===== src/rtl/fetch_predict_stage.sv =====
// Instruction fetch stage: issues in-order bus requests along a predicted path
// (optional direct-mapped BTB), queues responses for decode, recovers on commit.

module fetch_predict_fifo #(
  parameter int W     = 32,
  parameter int DEPTH = 2
) (
  input  logic                       clk,
  input  logic                       rst,
  input  logic                       clr,
  input  logic                       push,
  input  logic [W-1:0]               push_data,
  input  logic                       pop,
  output logic [W-1:0]               head,
  output logic [$clog2(DEPTH+1)-1:0] count
);
  localparam int PW = (DEPTH > 1) ? $clog2(DEPTH) : 1;
  localparam int CW = $clog2(DEPTH + 1);

  logic [W-1:0]  mem [DEPTH];
  logic [PW-1:0] rd_ptr;
  logic [PW-1:0] wr_ptr;

  function automatic logic [PW-1:0] ptr_inc(input logic [PW-1:0] p);
    return (p == PW'(DEPTH - 1)) ? '0 : p + PW'(1);
  endfunction

  assign head = mem[rd_ptr];

  // NOTE: storage is not reset; pointers and count are, so stale words are never presented as valid.
  always_ff @(posedge clk) begin
    if (push && !clr) mem[wr_ptr] <= push_data;
  end

  // NOTE: sequential state uses non-blocking assignments so every flop samples pre-edge values.
  always_ff @(posedge clk) begin
    if (rst || clr) begin
      rd_ptr <= '0;
      wr_ptr <= '0;
      count  <= '0;
    end else begin
      if (push) wr_ptr <= ptr_inc(wr_ptr);
      if (pop)  rd_ptr <= ptr_inc(rd_ptr);
      if (push && !pop)      count <= count + CW'(1);
      else if (pop && !push) count <= count - CW'(1);
    end
  end
endmodule

module fetch_predict_stage #(
  parameter logic [31:0] RST_INST_ADDR = 32'h0,
  parameter int          HIST_DEPTH    = 4,
  parameter int          OUTQ_DEPTH    = 2,
  parameter int          BTB_ENTRIES   = 0
) (
  input  logic        clk,
  input  logic        rst,
  input  logic        commit_valid,
  input  logic [31:0] commit_next_pc,
  output logic        pred_miss,
  output logic [31:0] inst_addr,
  output logic        inst_avalid,
  input  logic        inst_aready,
  input  logic        inst_rvalid,
  input  logic [31:0] inst_rdata,
  output logic        out_valid,
  input  logic        out_ready,
  output logic [31:0] out_inst,
  output logic [31:0] out_pc,
  output logic [31:0] out_pred_npc
);
  localparam int QCW = $clog2(OUTQ_DEPTH + 1);
  localparam int HCW = $clog2(HIST_DEPTH + 1);

  logic [31:0]    fetch_pc;
  logic [31:0]    pred_npc;
  logic [QCW-1:0] pend_cnt;
  logic [QCW-1:0] outq_cnt;
  logic [QCW-1:0] disc_cnt;
  logic [HCW-1:0] hist_cnt;
  logic [63:0]    pend_head;
  logic [63:0]    hist_head;
  logic [95:0]    outq_head;
  logic [31:0]    inflight;
  logic [31:0]    occupancy;
  logic           hist_nonempty;
  logic           hist_pop;
  logic           req_fire;
  logic           rsp_keep;
  logic           out_fire;

  // inflight bounds bus requests (stale ones included); occupancy bounds the replay window.
  assign inflight      = 32'(pend_cnt) + 32'(outq_cnt) + 32'(disc_cnt);
  assign occupancy     = 32'(pend_cnt) + 32'(outq_cnt) + 32'(hist_cnt);
  assign hist_nonempty = (hist_cnt != '0);

  assign pred_miss   = !rst && commit_valid && hist_nonempty && (commit_next_pc != hist_head[31:0]);
  assign hist_pop    = !rst && commit_valid && hist_nonempty && !pred_miss;
  assign inst_addr   = fetch_pc;
  assign inst_avalid = !rst && !pred_miss && (inflight < 32'(OUTQ_DEPTH))
                       && (occupancy < 32'(HIST_DEPTH));
  assign req_fire    = inst_avalid && inst_aready;
  assign rsp_keep    = !rst && inst_rvalid && (disc_cnt == '0);

  assign out_valid = !rst && (outq_cnt != '0) && !pred_miss;
  assign {out_inst, out_pc, out_pred_npc} = outq_head;
  assign out_fire  = out_valid && out_ready;

  fetch_predict_fifo #(.W(64), .DEPTH(OUTQ_DEPTH)) u_pend (
    .clk(clk), .rst(rst), .clr(pred_miss),
    .push(req_fire), .push_data({fetch_pc, pred_npc}),
    .pop(rsp_keep), .head(pend_head), .count(pend_cnt)
  );

  fetch_predict_fifo #(.W(96), .DEPTH(OUTQ_DEPTH)) u_outq (
    .clk(clk), .rst(rst), .clr(pred_miss),
    .push(rsp_keep), .push_data({inst_rdata, pend_head}),
    .pop(out_fire), .head(outq_head), .count(outq_cnt)
  );

  fetch_predict_fifo #(.W(64), .DEPTH(HIST_DEPTH)) u_hist (
    .clk(clk), .rst(rst), .clr(pred_miss),
    .push(out_fire), .push_data({out_pc, out_pred_npc}),
    .pop(hist_pop), .head(hist_head), .count(hist_cnt)
  );

  // Responses to requests flushed by a miss still arrive; disc_cnt counts them out.
  always_ff @(posedge clk) begin
    if (rst) begin
      fetch_pc <= RST_INST_ADDR;
      disc_cnt <= '0;
    end else if (pred_miss) begin
      fetch_pc <= commit_next_pc;
      disc_cnt <= disc_cnt + pend_cnt - QCW'(inst_rvalid);
    end else begin
      if (req_fire) fetch_pc <= pred_npc;
      if (inst_rvalid && (disc_cnt != '0)) disc_cnt <= disc_cnt - QCW'(1);
    end
  end

  generate
    if (BTB_ENTRIES > 0) begin : g_btb
      localparam int IDXW = (BTB_ENTRIES > 1) ? $clog2(BTB_ENTRIES) : 0;
      localparam int IW   = (IDXW > 0) ? IDXW : 1;
      localparam int TAGW = 30 - IDXW;

      logic [BTB_ENTRIES-1:0] btb_valid;
      logic [TAGW-1:0]        btb_tag [BTB_ENTRIES];
      logic [31:0]            btb_tgt [BTB_ENTRIES];
      logic [IW-1:0]          look_idx;
      logic [IW-1:0]          upd_idx;
      logic [TAGW-1:0]        look_tag;
      logic [TAGW-1:0]        upd_tag;
      logic [31:0]            upd_pc;
      logic                   upd_fallthru;

      function automatic logic [IW-1:0] idx_of(input logic [31:0] pc);
        return (IDXW == 0) ? '0 : IW'(pc >> 2);
      endfunction

      function automatic logic [TAGW-1:0] tag_of(input logic [31:0] pc);
        return TAGW'(pc >> (IDXW + 2));
      endfunction

      assign upd_pc       = hist_head[63:32];
      assign look_idx     = idx_of(fetch_pc);
      assign look_tag     = tag_of(fetch_pc);
      assign upd_idx      = idx_of(upd_pc);
      assign upd_tag      = tag_of(upd_pc);
      assign upd_fallthru = (commit_next_pc == upd_pc + 32'd4);

      // NOTE: default assignment first so every path drives pred_npc and no latch is inferred.
      always_comb begin
        pred_npc = fetch_pc + 32'd4;
        if (btb_valid[look_idx] && (btb_tag[look_idx] == look_tag)) pred_npc = btb_tgt[look_idx];
      end

      // A miss to the fall-through PC means the branch was not taken: forget it.
      always_ff @(posedge clk) begin
        if (rst) begin
          btb_valid <= '0;
        end else if (pred_miss) begin
          if (!upd_fallthru)                     btb_valid[upd_idx] <= 1'b1;
          else if (btb_tag[upd_idx] == upd_tag)  btb_valid[upd_idx] <= 1'b0;
        end
      end

      always_ff @(posedge clk) begin
        if (pred_miss && !upd_fallthru) begin
          btb_tag[upd_idx] <= upd_tag;
          btb_tgt[upd_idx] <= commit_next_pc;
        end
      end
    end else begin : g_no_btb
      logic btb_unused;
      assign btb_unused = ^hist_head[63:32];
      assign pred_npc   = fetch_pc + 32'd4;
    end
  endgenerate
endmodule


===== config.mk =====
export PLATFORM = sky130hd
export DESIGN_NAME = fetch_predict_stage
export DESIGN_NICKNAME = d
export VERILOG_FILES = /design/src/rtl/fetch_predict_stage.sv
export SDC_FILE = /design/constraint.sdc
export NUM_CORES = 1
export LEC_CHECK = 0
export ABC_AREA = 1
export CORE_UTILIZATION = 52
export CTS_CLUSTER_SIZE = 40
export DETAILED_ROUTE_END_ITERATION = 10
export GPL_ROUTABILITY_DRIVEN = 0
export HOLD_SLACK_MARGIN = 0.1
export PLACE_DENSITY = 0.86
export SLEW_MARGIN = 40
export SYNTH_ARGS = -nofsm -noshare
export SYNTH_HDL_FRONTEND = slang
export SYNTH_SLANG_ARGS = --single-unit

===== constraint.sdc =====
create_clock -name clk -period 9.05 [get_ports clk]
set_input_delay 1.3575 -clock clk [delete_from_list [all_inputs] [get_ports clk]]
set_output_delay 1.3575 -clock clk [all_outputs]
set_load 0.05 [all_outputs]

== Yosys cells after proc, flatten, opt, wreduce, memory -nomap -nowiden ==
Memory sizes are Yosys's and may differ from the RTL's. A register that Yosys moved wholly into a read port is not among the register bits.
Cells that the tools add are included.
Word-level totals
  bits in registers: 49
  RAM bits: 576
  input port bits: 70
  output and inout port bits: 131
  word-level logic and storage cells: 105
  memories kept: 3
Cells by class
  add/subtract/negate cells: 19
  magnitude comparators: 2
  eq/ne operators: 3
  multiplexer cells: 28
  reductions and logical operators: 39
Memory list
  u_hist.mem: depth 4, width 64, read ports 1, clocked after Yosys merged registers in 1, wr ports 1, RTL line 20  | logic [W-1:0] mem [DEPTH];
  u_outq.mem: depth 2, width 96, read ports 1, clocked after Yosys merged registers in 1, wr ports 1, RTL line 20
  u_pend.mem: depth 2, width 64, read ports 1, clocked after Yosys merged registers in 1, wr ports 1, RTL line 20
Operator list (number)
  32-bit two-way mux: 2
  32-bit by 2-bit adder with 32-bit output: 1
  32-bit by 3-bit adder with 32-bit output, second input constant: 1
  32-bit by 2-bit less-than comparator with 1-bit output, second input constant: 1
  32-bit != test: 1
  1-bit logical AND: 23
  2-bit two-way mux: 10
  1-bit two-way mux: 14
  2-bit nonzero test: 7
  2-bit by 1-bit adder with 2-bit output, second input constant: 4
  1-bit logical NOT: 6
  3-bit two-way mux: 2
  2-bit by 1-bit subtractor with 2-bit output, second input constant: 3
  1-bit adder, second input constant: 4
  3-bit by 3-bit adder with 4-bit output: 1
  2-bit equality test, second input constant: 2
  4-bit by 3-bit less-than comparator with 1-bit output, second input constant: 1
  2-bit by 2-bit adder with 3-bit output: 1
  3-bit by 1-bit adder with 3-bit output, second input constant: 1
  3-bit nonzero test: 1
  3-bit by 1-bit subtractor with 3-bit output, second input constant: 1
  2-bit adder: 1
  2-bit logical NOT: 1
  2-bit by 1-bit subtractor with 2-bit output: 1
  1-bit logical OR: 1

== Longest topological paths before layout ==
  depth after elaboration: 13
  depth in mapped cells: 24
  gate-level depth less buffers: 22

== By module ==
From an unflattened synthesis, not the netlist that was laid out.
Second synthesis, totals
  cell total of the unflattened synthesis: 1807
  area, all modules: 26009.9 um^2
By module, submodules not included
  fetch_predict_fifo at u_hist: instances 1, cells an instance 678, area each 9959.6 um^2
  fetch_predict_fifo at u_outq: instances 1, cells an instance 331, area each 7358.3 um^2
  fetch_predict_fifo at u_pend: instances 1, cells an instance 231, area each 5151.2 um^2
  fetch_predict_stage: instances 1, cells an instance 567, area each 3540.9 um^2

== Least setup slack after synthesis ==
Ideal clock, no wire load.
  path kind: input-to-reg
  start: input port rst
  end: memory u_outq.mem[1][10] (enable)
  arrival time: 8685 ps
  data required time: 8389 ps
  slack: -296 ps
  stages: 7
  buffers on the path: 1
  cell sequence: clkbuf_1 > inv_1 > o311ai_0 > inv_1 > nand2_4 > inv_2 > nor3_1
On the way
  word-level cells in the longest chain between the ends: 8
  elaborated cells between the ends (all ways): 10
Ends and longest elaborated chain
  start: declaration: RTL line 57  | input logic rst,
  1-bit logical NOT: RTL line 97  | assign pred_miss = !rst && commit_valid && hist_nonempty && (commit_next_pc != hist_head[31:0]);
  1-bit logical AND (3 in series): RTL line 97
  net pred_miss: RTL line 60  | output logic pred_miss,
  1-bit logical NOT: RTL line 32  | if (push && !clr) mem[wr_ptr] <= push_data;
  1-bit logical AND: RTL line 32
  1-bit two-way mux: RTL line 32
  1-bit two-way mux (not written as such): RTL line 32
  end: declaration: RTL line 20
The timed path passes the listed nets, and every way through them passes these cells.

==> summary.txt <==
Run status
  – Status: finished, final reports clean

Floorplanning
  – Die X-Extent: 200.1 um
  – Initial Utilization: 0.5282
  – Rows: 72
  – Core area: between 30,000 and 40,000 um2
  – Die area: around 40,000 um2
  – IO Pins: 201
  – Die Span Y: 200.1 um

Power
  – Pwr Total: ~7.1 mW
  – Net switching power: between 2 and 2.5 mW
  – Sw Ratio: 0.3192
  – Combinational power share: 0.272
  – Pwr Density: about 290 nW/um2
  – Leak Pwr: 8.733 nW
  – Sequential power share: 0.433
  – Clock share of power: 0.295
  – Max IR drop VDD: roughly 0.22 mV
  – Internal power: 4.810 mW

Drt
  – DRC: 0
  – Vias per std cell: 5.695
  – Wirelength per Cell: 21.50 um
  – DRT antenna net count: 0
  – Routed wire length: 49.36 mm
  – DRT Pass-1 Iters: 6
  – Initial drt markers: between 1k and 1.5k
  – Routed vias: 13.08k

Synth
  – Number of synthesized flops with an enable pin: 440
  – Post-Syn Area: 20,410 um2
  – Post-Syn Area per Cell: about 13 um2
  – Top cell type's share of synthesized area: 0.6473
  – Yosys top cell by area: edfxtp_1
  – Post-Synthesis Cells: around 1.5k
  – Distinct cells, synth: 40
  – Top_reg_cell synth: edfxtp_1
  – FF+latch count, synth: about 490
  – Ys async rst share: 0
  – Synth warnings: 0
  – Mapped Nets: 1,622
  – Post-synthesis sequential area ratio: 0.6993
  – Synth area leaders: edfxtp_1, mux2_2, nand2_1

Timing
  – RSZ-0062 raised after global routing: false
  – Tcrit/Tclk final: 0.7108
  – Setup TNS: 0 ps
  – Fmax: around 0.16 GHz
  – Final Setup Violations: 0
  – Fin crit period: between 6000 and 7000 ps
  – Slew headroom: 0.4856
  – Fin Clk Skew: 24.75 ps
  – Max Slew Vio Count: 0
  – Final Hold Fails: 0
  – Worst-margin pin slew: 771.5 ps

Place
  – # placed instances: about 2.2k
  – Final HPWL DP: 31.60 mm
  – Port bufs: 200

Hold path
  – Tightest Hold Check Type: flop to flop
  – Hold Path Stages: 2

Clock tree
  – Max H-tree Level: 2
  – Skew-Pair Late Insertion Delay: 590 ps
  – CTS Buf Count: 50
  – CTS sink count: 493
  – Root Buffer: clkbuf_16
  – Post-CTS resize count: 0
  – Hold buffer count at cts: 0
  – CTS tree: yes
  – Clock buffer depth: 3
  – Clock transition at path regs: 60 ps
  – Post-CTS Setup Bufs: 0

Worst setup path
  – R2R Setup Slk: approximately 3500 ps
  – Register-to-Register Path Depth: 17
  – Setup crit end: out_valid
  – Cell count along the critical path: 18
  – RR Endpoint: u_pend.mem[1][59]
  – Critical path's slowest cell: clkdlybuf4s50_1
  – Crit path top cell by count: nand2_1
  – CP Launch Type: flop
  – CP peak stage delay: 810 ps
  – Crit-path cells: buf_4 -> inv_4 -> nand2_1 -> nand3_1 -> nand3b_1 -> nand2_1 -> inv_2 -> nand2_1 -> nor2_1 -> nand2_1 -> nor2_4 -> nand2_2 -> nand2_4 -> inv_2 -> nor2_4 -> inv_2 -> nor2_1 -> clkdlybuf4s50_1
  – CP delay by family, top: buffers and inverters
  – Critical path buffer and inverter count: 6
  – Critical Path RT: 7690 ps
  – Critical setup path kind: flop to output port
  – Setup crit end kind: output port
  – Worst EP arrival: 5070 ps
  – Largest fanout on the critical path: 65

Global route
  – Initial antenna violation count: 2
  – Number of global-route vias before repair: 13.07k
  – Largest net degree at the start of global routing: 69
  – Global-route wire length before repair: roughly 75 mm
  – Global route total overflow: 0
  – Total GRT Usage: 0.2451

Final layout
  – Register area: 14,280 um2
  – Filler cell count: 2,644
  – Area of the multi-input gates: 5515 um2
  – Fin nets: 1,826
  – Share of layout cells above drive strength 1: 0.1627
  – Synthesis-to-layout area growth: 20.49%
  – Post-layout util: 0.6364
  – Post-Layout Cell Count: 2,296

Job
  – Number of max-cap violations: 0
[placed cells by master, fill, tap and decap left out, types with 12 or more instances in the layout]
cell type / netlist / routed
nand3_1: 126 / 126
nor2_1: 55 / 48
edfxtp_1: 440 / 440
nand2_1: 361 / 361
nand4_1: 12 / 12
clkdlybuf4s50_1: 0 / 199
buf_4: 9 / 20
o311ai_0: 17 / 17
dfxtp_1: 53 / 49
mux2_2: 156 / 156
nand3b_1: 13 / 13
inv_1: 68 / 67
a21oi_1: 42 / 42
clkbuf_16: 0 / 51
ha_1: 16 / 16
o311ai_1: 12 / 12
xor2_1: 24 / 24
[synthesized netlist by cell type, types with 2 or more instances]
cell      instances
a21oi_1          42
a21oi_2           4
buf_1             3
buf_2            19
buf_4             9
buf_6             7
buf_8             2
clkbuf_1         31
dfxtp_1          53
edfxtp_1        440
fa_1              3
ha_1             16
inv_1            68
inv_2             7
mux2_2          156
nand2_1         361
nand3_1         126
nand3b_1         13
nand4_1          12
nor2_1           55
nor2_4            2
nor3_1           12
nor4_1            2
o21ai_0          11
o311ai_0         17
o311ai_1         12
o31ai_1           2
or2_2             4
xnor2_1          10
xor2_1           24
[kinds of logic (layout without fill, tap and decap cells)]
family,Yosys count,after routing,synth area share
DFF,493,493,0.6993
and+or+nand+nor,594,594,0.1251
muxes,156,156,0.08606
AOI/OAI and AO/OA,91,91,0.02887
other,0,2,0
xor gates and xnor gates,34,34,0.01459
adders and majority gates,19,19,0.01275
buffers and inverters,146,389,0.03335
[area by class of cell]
| cell class | count | area share |
|---|---|---|
| clock buffers | 65 | 0.05647 |
| diodes | 2 | 0.0002035 |
| flip-flops and latches | 493 | 0.5807 |
| repair buffers | 223 | 0.08923 |
| inverters | 75 | 0.01155 |
| clock inverters | 26 | 0.01124 |
| multi-input cells | 894 | 0.2243 |
| well taps | 518 | 0.02635 |
[worst min path at each step]
stage / from / to / slack (ps)
global placement: u_outq.wr_ptr / u_outq.wr_ptr / 460
global route: u_outq.wr_ptr / u_outq.wr_ptr / 510
finish: u_outq.wr_ptr / u_outq.wr_ptr / 470
CTS: u_outq.wr_ptr / u_outq.wr_ptr / 470
detailed placement: u_outq.wr_ptr / u_outq.wr_ptr / 460
floorplan: inst_addr[0] / u_pend.mem[0][32] / 440
[flip-flops by register name, indices dropped and copies added, names as in the netlist, 2 cells and up, named ones only]
register       cells
disc_cnt           2
u_hist.count       3
u_pend.mem       124
u_hist.mem       128
u_hist.rd_ptr      2
u_pend.count       2
inst_addr         32
u_outq.count       2
u_outq.mem       188
u_hist.wr_ptr      2
[power groups by stage]
stage / Sequential (mW) / Clock, mW / Combinational [mW]
4_1_cts: 3.06 / 2.12 / 1.93
3_5_place_dp: 3.10 / 0 / 1.91
3_3_place_gp: 3.09 / 0 / 1.84
2_1_floorplan: 3.10 / 0 / 1.27
5_1_grt: 3.09 / 2.20 / 2.03
6_report: 3.06 / 2.08 / 1.93
[stage by stage]
step                setup slack [ps]  area (um2)  hold WS [ps]
finish                          2618       24590         474.8
global route                    2236       24590         512.4
CTS                             2658       24590         471.2
detailed placement              3088       22920         461.8
global placement                3063       22870         455.3
floorplan                       2254       20420         443.4
[worst register-to-register path, stage by stage (launching register included)]
cell,delay [ps]
dfxtp_2,310
buf_4,590
inv_4,490
nand2_1,180
nand3_1,140
nand3b_1,170
nand2_1,80
inv_2,50
nand2_1,80
nor2_1,120
nand2_1,120
nor2_4,150
nand2_2,430
nand2_4,210
buf_4,570
nand4_1,460
nor2_4,560
buf_4,500
[layer usage]
metal / track usage / routed length [um] / vias to the layer above
met2: 0.3879 / 23190 / 709
met1: 0.3242 / 19250 / 6353
met5: 0 / 13 / -
met4: 0.1030 / 1758 / 2
li1: - / - / 5895
met3: 0.06069 / 5147 / 116
(Power assumes the default switching activity.)
